[config.mk]
export PLATFORM = sky130hd
export DESIGN_NAME = mem_dp_param_flat
export DESIGN_NICKNAME = d
export VERILOG_FILES = /design/src/rtl/mem_dp_param_pkg.sv /design/src/rtl/mem_dp_param_if.sv /design/src/rtl/mem_dp_param_rd_pipe.sv /design/src/rtl/mem_dp_param.sv /design/src/flat_wrapper.sv
export SDC_FILE = /design/constraint.sdc
export NUM_CORES = 1
export LEC_CHECK = 0
export BUFFER_PORTS_ARGS = -buffer_cell sky130_fd_sc_hd__buf_2
export CELL_PAD_IN_SITES_DETAIL_PLACEMENT = 0
export CELL_PAD_IN_SITES_GLOBAL_PLACEMENT = 1
export CORE_MARGIN = 4
export CORE_UTILIZATION = 43
export DETAILED_ROUTE_END_ITERATION = 16
export GPL_ROUTABILITY_DRIVEN = 0
export MAX_ROUTING_LAYER = met4
export PLACE_DENSITY = 0.75
export SLEW_MARGIN = 20
export SYNTH_ARGS = -nofsm -noshare
export SYNTH_HDL_FRONTEND = slang
export SYNTH_SLANG_ARGS = --single-unit
[constraint.sdc]
create_clock -name clk -period 1.7 [get_ports clk]
set_clock_uncertainty 0.15 [all_clocks]
set_input_delay 0.51 -clock clk [delete_from_list [all_inputs] [get_ports clk]]
set_output_delay 0.51 -clock clk [all_outputs]
set_load 0.02 [all_outputs]
[src/rtl/mem_dp_param_pkg.sv]
// rtl/mem_dp_param_pkg.sv - shared constants and record types for mem_dp_param
//
// Package mem_pkg:
//   MEM_LAT_MIN / MEM_LAT_MAX  legal read latencies
//   MEM_DATA_W_MAX             widest word the stage-1 record can carry
//   mem_rd_res_t               stage-1 read result {valid, err, data}
//   mem_lat_ok()               latency legality check used at elaboration
package mem_pkg;

  localparam int MEM_LAT_MIN    = 1;
  localparam int MEM_LAT_MAX    = 2;
  localparam int MEM_DATA_W_MAX = 32;

  // Data is carried at the widest supported size; instances use the low DATA_W bits
  // and keep the rest at zero.
  typedef struct packed {
    logic                      valid;
    logic                      err;
    logic [MEM_DATA_W_MAX-1:0] data;
  } mem_rd_res_t;

  function automatic bit mem_lat_ok(input int lat);
    return (lat >= MEM_LAT_MIN) && (lat <= MEM_LAT_MAX);
  endfunction

endpackage

[src/rtl/mem_dp_param_if.sv]
// rtl/mem_dp_param_if.sv - read/write request and response bundle for mem_dp_param
//
// Signals:
//   write_rq, w_address, write_data   write request (master -> slave)
//   read_rq, r_address                read request (master -> slave)
//   read_data, read_valid, read_err   read response (slave -> master)
//   words_used                        occupancy count (slave -> master)
// Modports: master (requester), slave (memory).
interface mem_dp_param_if #(
  parameter int DATA_W = 5,
  parameter int ADDR_W = 4
);

  logic              write_rq;
  logic [ADDR_W-1:0] w_address;
  logic [DATA_W-1:0] write_data;
  logic              read_rq;
  logic [ADDR_W-1:0] r_address;
  logic [DATA_W-1:0] read_data;
  logic              read_valid;
  logic              read_err;
  logic [ADDR_W:0]   words_used;

  modport master (
    output write_rq, w_address, write_data, read_rq, r_address,
    input  read_data, read_valid, read_err, words_used
  );

  modport slave (
    input  write_rq, w_address, write_data, read_rq, r_address,
    output read_data, read_valid, read_err, words_used
  );

endinterface

[src/rtl/mem_dp_param_rd_pipe.sv]
// rtl/mem_dp_param_rd_pipe.sv - optional second output register for the read path
//
// Module mem_rd_pipe:
//   clk, rst                      clock, asynchronous active-low reset (stage clears to 0)
//   in_valid, in_err, in_data     stage-1 read result
//   out_valid, out_err, out_data  result presented to the memory outputs
// ENABLE=1 adds one register stage; ENABLE=0 passes the input straight through.
module mem_rd_pipe #(
  parameter int DATA_W = 5,
  parameter bit ENABLE = 1'b1
) (
  input  logic              clk,
  input  logic              rst,
  input  logic              in_valid,
  input  logic              in_err,
  input  logic [DATA_W-1:0] in_data,
  output logic              out_valid,
  output logic              out_err,
  output logic [DATA_W-1:0] out_data
);

  generate
    if (ENABLE) begin : g_reg
      logic              valid_q;
      logic              err_q;
      logic [DATA_W-1:0] data_q;

      // Data only advances with a valid result so the output holds between reads;
      // err is qualified by valid so it reads 0 whenever no result is presented.
      always_ff @(posedge clk or negedge rst) begin
        if (!rst) begin
          valid_q <= 1'b0;
          err_q   <= 1'b0;
          data_q  <= '0;
        end else begin
          valid_q <= in_valid;
          err_q   <= in_valid & in_err;
          if (in_valid) begin
            data_q <= in_data;
          end
        end
      end

      assign out_valid = valid_q;
      assign out_err   = err_q;
      assign out_data  = data_q;
    end else begin : g_thru
      logic unused_clk_rst;
      assign unused_clk_rst = clk ^ rst;

      assign out_valid = in_valid;
      assign out_err   = in_err;
      assign out_data  = in_data;
    end
  endgenerate

endmodule

[src/rtl/mem_dp_param.sv]
// rtl/mem_dp_param.sv - parametrised 1R/1W memory with written-tracking and occupancy
//
// Ports:
//   clk   rising-edge clock
//   rst   asynchronous active-low reset
//   bus   mem_dp_param_if.slave: write/read requests, read_data/read_valid/read_err,
//         words_used
// Parameters: DATA_W, ADDR_W, DEPTH (1..2**ADDR_W), RD_LAT (1 or 2).
// Build option MEM_BYPASS_EN: defined -> write-first forwarding on a same-address
// read/write collision; undefined -> read-first (pre-write content and status).
module mem_dp_param
  import mem_pkg::*;
#(
  parameter int DATA_W = 5,
  parameter int ADDR_W = 4,
  parameter int DEPTH  = 8,
  parameter int RD_LAT = 1
) (
  input  logic           clk,
  input  logic           rst,
  mem_dp_param_if.slave  bus
);

  generate
    if (!mem_lat_ok(RD_LAT)) begin : g_bad_lat
      $error("mem_dp_param: RD_LAT must be 1 or 2");
    end
    if ((DEPTH < 1) || (DEPTH > (1 << ADDR_W))) begin : g_bad_depth
      $error("mem_dp_param: DEPTH must be in 1..2**ADDR_W");
    end
    if ((DATA_W < 1) || (DATA_W > MEM_DATA_W_MAX)) begin : g_bad_width
      $error("mem_dp_param: DATA_W out of range");
    end
  endgenerate

  localparam int              IDX_W   = (DEPTH > 1) ? $clog2(DEPTH) : 1;
  localparam logic [ADDR_W:0] DEPTH_L = (ADDR_W + 1)'(DEPTH);

  logic [DATA_W-1:0] mem [DEPTH];
  logic [DEPTH-1:0]  written;
  logic [ADDR_W:0]   used;

  logic              w_ok;
  logic              r_in;
  logic [IDX_W-1:0]  widx;
  logic [IDX_W-1:0]  ridx;

  mem_rd_res_t       s1_next;
  mem_rd_res_t       s1;

  // Addresses are range-checked on the full width before the narrow index is used,
  // so the truncated index never reaches an unimplemented word.
  assign w_ok = bus.write_rq && ({1'b0, bus.w_address} < DEPTH_L);
  assign r_in = {1'b0, bus.r_address} < DEPTH_L;
  assign widx = bus.w_address[IDX_W-1:0];
  assign ridx = bus.r_address[IDX_W-1:0];

  always_ff @(posedge clk) begin
    if (w_ok) begin
      mem[widx] <= bus.write_data;
    end
  end

  always_ff @(posedge clk or negedge rst) begin
    if (!rst) begin
      written <= '0;
      used    <= '0;
    end else if (w_ok) begin
      written[widx] <= 1'b1;
      if (!written[widx]) begin
        used <= used + (ADDR_W + 1)'(1);
      end
    end
  end

  // Stage-1 result. Array and written bits are sampled before this edge's write
  // lands, which is the read-first collision behaviour without extra logic.
  always_comb begin
    s1_next       = '0;
    s1_next.valid = bus.read_rq;
    if (bus.read_rq) begin
      if (r_in && written[ridx]) begin
        s1_next.data[DATA_W-1:0] = mem[ridx];
      end else begin
        s1_next.err = 1'b1;
      end
`ifdef MEM_BYPASS_EN
      if (w_ok && r_in && (bus.r_address == bus.w_address)) begin
        s1_next.data                = '0;
        s1_next.data[DATA_W-1:0]    = bus.write_data;
        s1_next.err                 = 1'b0;
      end
`endif
    end
  end

  always_ff @(posedge clk or negedge rst) begin
    if (!rst) begin
      s1 <= '0;
    end else begin
      s1.valid <= s1_next.valid;
      s1.err   <= s1_next.err;
      if (bus.read_rq) begin
        s1.data <= s1_next.data;
      end
    end
  end

  generate
    if (DATA_W < MEM_DATA_W_MAX) begin : g_hi
      logic unused_hi;
      assign unused_hi = ^s1.data[MEM_DATA_W_MAX-1:DATA_W];
    end
  endgenerate

  mem_rd_pipe #(
    .DATA_W (DATA_W),
    .ENABLE (RD_LAT == MEM_LAT_MAX)
  ) u_rd_pipe (
    .clk       (clk),
    .rst       (rst),
    .in_valid  (s1.valid),
    .in_err    (s1.err),
    .in_data   (s1.data[DATA_W-1:0]),
    .out_valid (bus.read_valid),
    .out_err   (bus.read_err),
    .out_data  (bus.read_data)
  );

  assign bus.words_used = used;

endmodule
[src/flat_wrapper.sv]
// flat-port wrapper written by rule: the top's interface ports become plain ports
module mem_dp_param_flat import mem_pkg::*;
#(
  parameter int DATA_W = 5,
  parameter int ADDR_W = 4,
  parameter int DEPTH  = 8,
  parameter int RD_LAT = 1
)
  (clk, rst, bus_write_rq, bus_w_address, bus_write_data, bus_read_rq, bus_r_address, bus_read_data, bus_read_valid, bus_read_err, bus_words_used);
  mem_dp_param_if #(.DATA_W(DATA_W), .ADDR_W(ADDR_W)) bus_i ();
  input  logic clk;
  input  logic rst;
  input wire logic [$bits(bus_i.write_rq)-1:0] bus_write_rq;
  input wire logic [$bits(bus_i.w_address)-1:0] bus_w_address;
  input wire logic [$bits(bus_i.write_data)-1:0] bus_write_data;
  input wire logic [$bits(bus_i.read_rq)-1:0] bus_read_rq;
  input wire logic [$bits(bus_i.r_address)-1:0] bus_r_address;
  output wire logic [$bits(bus_i.read_data)-1:0] bus_read_data;
  output wire logic [$bits(bus_i.read_valid)-1:0] bus_read_valid;
  output wire logic [$bits(bus_i.read_err)-1:0] bus_read_err;
  output wire logic [$bits(bus_i.words_used)-1:0] bus_words_used;
  assign bus_i.write_rq = bus_write_rq;
  assign bus_i.w_address = bus_w_address;
  assign bus_i.write_data = bus_write_data;
  assign bus_i.read_rq = bus_read_rq;
  assign bus_i.r_address = bus_r_address;
  assign bus_read_data = bus_i.read_data;
  assign bus_read_valid = bus_i.read_valid;
  assign bus_read_err = bus_i.read_err;
  assign bus_words_used = bus_i.words_used;
  mem_dp_param #(.DATA_W(DATA_W), .ADDR_W(ADDR_W), .DEPTH(DEPTH), .RD_LAT(RD_LAT)) u_core (.clk(clk), .rst(rst), .bus(bus_i));
endmodule
==> metrics.txt <==
Crit Path Category=flip-flop to flip-flop; dpl ws=-0.399 ns; H-tree Lvls=3; Port-buffer cells=28; GR Overflow Total=0; Worst-path clk slew=0.06 ns; Worst Setup End Kind=flip-flop; Netlist Area Pre-Place=0.00245 mm2; die area=0.00697 mm2; # setup viols final=4; Post-Synthesis Cells=145; first-pass GRT wire length=7570 um; initial antenna violation count=0; # diodes=0; fillers=434; Max rail drop VDD=0.000861 V; final-report hold violation count=0; DP Area=0.00291 mm2; largest net degree at the start of global routing=21; RSZ-0062 raised after global routing=yes; die height=83.5 um; library cells used by synthesis=31; pins over their slew limit=0; Critical Path AT=1.83 ns; die width=83.5 um; TritonCTS Buffers=9; Avg Vias per Cell=4.91; Mean Syn Cell Area=16.9 um2; failing checks=negative setup slack; post-route cell area=0.00317 mm2; Final Cycle Share=1.04; dominant cells by area after synthesis=edfxtp_1, dfrtp_1, mux4_2, mux2i_1, or2_2; Slew HR=0.695; overall global routing resource usage=0.149; IO Pins=29; Yosys reg bits=60; CTS tree=done; number of global-route vias before repair=1523; worst slew pin tran=0.458 ns; Skew-Pair Late Insertion Delay=0.33 ns; Starting DRT DRC Count=56; most frequent cells in the layout=edfxtp_1, buf_4, buf_2, dfrtp_1, clkbuf_8; Via Count=1420; final setup margin=-0.0663 ns; worst hold path type=input pin to flip-flop; row count=27; Data required, critical path=1.77 ns; PwrDens=1150 mW/mm2; number of nets with antenna violations after routing=0; Worst Path Max Fanout=3; fmax=566 MHz; startpoint types=flip-flop; post-layout min period=1.77 ns; Initial Utilization=0.445; wirelength, routed=4500 um; outcome=finished, violations left; synthesized net count=163; number of max-cap violations=0; CTS Buffer Depth=2; layout cell share with drive strength beyond 1=0.498; Synth top area share=0.491; leading area contributor after synthesis=edfxtp_1; CTS Root Cell=clkbuf_8; Nets=230; commonest non-fill, non-tap cell in the layout=edfxtp_1; Leakage=1.27 nW; DR WL/cell=15.6 um; Area Growth Syn to Fin=29.6%; Core Region=0.00551 mm2; Synth warnings=0; utilization after layout=0.576; drt pass-1 iters=4; DRC=0; register area share after synthesis=0.695; HPWL Detailed=3280 um; CTS Sinks=60
-- worst max-delay path: stages, from the launching register on --
cell      delay, ns
dfrtp_1        0.38
mux2_4         0.28
a222oi_1       0.32
buf_4          0.19
nand2_4        0.05
mux2_4         0.29
-- path summary, 6_finish.rpt --
kind                       slack (ns)                      from  cells after the start                  endpoint
min                              0.23               bus_read_rq                      1             u_core.s1[33]
max reg2reg                     -0.07         u_core.written[0]                      5  u_core.bus.words_used[1]
min in group asynchronous        0.50                       rst                      2              u_core.s1[0]
max                             -0.07         u_core.written[0]                      5  u_core.bus.words_used[1]
min reg2reg                      0.34  u_core.bus.words_used[4]                      1  u_core.bus.words_used[4]
max in group asynchronous        0.57                       rst                      2         u_core.written[2]
-- flip-flops by register name, indices dropped and copies added (netlist names) --
signal	cells
u_core.bus.words_used	5
u_core.s1	7
u_core.written	8
u_core.mem	40
-- Yosys cell counts --
cell / number
edfxtp_1: 40
dfrtp_1: 20
mux4_2: 10
mux2i_1: 9
nor2_1: 8
or2_2: 8
inv_1: 5
o22ai_1: 5
nand3_1: 4
xnor2_1: 4
mux2_2: 3
nand2b_1: 3
nor2b_1: 3
and3_1: 2
buf_1: 2
mux2_4: 2
nand2_1: 2
nor3_1: 2
a21boi_0: 1
a221oi_1: 1
a222oi_1: 1
a2bb2oi_1: 1
and2_1: 1
buf_2: 1
buf_4: 1
buf_6: 1
ha_1: 1
nand2_2: 1
nand3b_1: 1
o21ba_2: 1
or2_1: 1
-- power by group --
part	total (W)	leakage, nW	switching (W)	internal, W
clock	0.00127	0.102	0.000517	0.000751
combinational	0.000614	0.571	0.000303	0.000311
sequential	0.00178	0.595	0.0000917	0.00169
total	0.00366	1.27	0.000911	0.00275
-- per-layer routing --
layer / share of wire / global-route usage
met1: 0.45 / 0.182
met2: 0.48 / 0.226
met3: 0.046 / 0.0523
met4: 0.017 / 0.0658
met5: 0 / -
-- metrics by stage --
step | std cells | setup TNS, ns | hold WS [ns] | total power, W
CTS | 288 | -0.259 | 0.203 | 0.00369
finish | 289 | -0.173 | 0.229 | 0.00366
floorplan | 145 | -1.58 | 0.0644 | 0.00214
global route | 289 | -0.425 | 0.206 | 0.00386
global placement | 269 | -5.92 | 0.307 | 0.00236
detailed placement | 269 | -6.51 | 0.329 | 0.00238
-- layout make-up --
cell class              instances  area, um2  area share
clock inverters                 4       47.5      0.0150
clock buffers                  12        155      0.0489
inverters                       5       18.8     0.00591
repair buffers                 61        415       0.131
well taps                      72       90.1      0.0284
multi-input cells              75        744       0.235
flip-flops and latches         60       1700       0.536
-- repair_timing --
action	4_1_cts	5_1_grt
buffers inserted	2	1
pin swaps	3	3
setup endpoints to repair	2	5
endpoints found under the hold margin	20	0
gates resized for setup	2	3
hold buffers	1	0
-- kinds of logic after synthesis --
group | Yosys count | share of synthesized area
AO/OA/AOI/OAI | 10 | 0.0312
flip-flops | 60 | 0.695
XOR/XNOR | 4 | 0.0143
AND/OR/NAND/NOR | 36 | 0.0792
multiplexers | 24 | 0.155
adder cells (fa/ha/maj) | 1 | 0.00511
buffers and inverters | 10 | 0.0204
No activity file was read; power rests on OpenSTA's default activity.
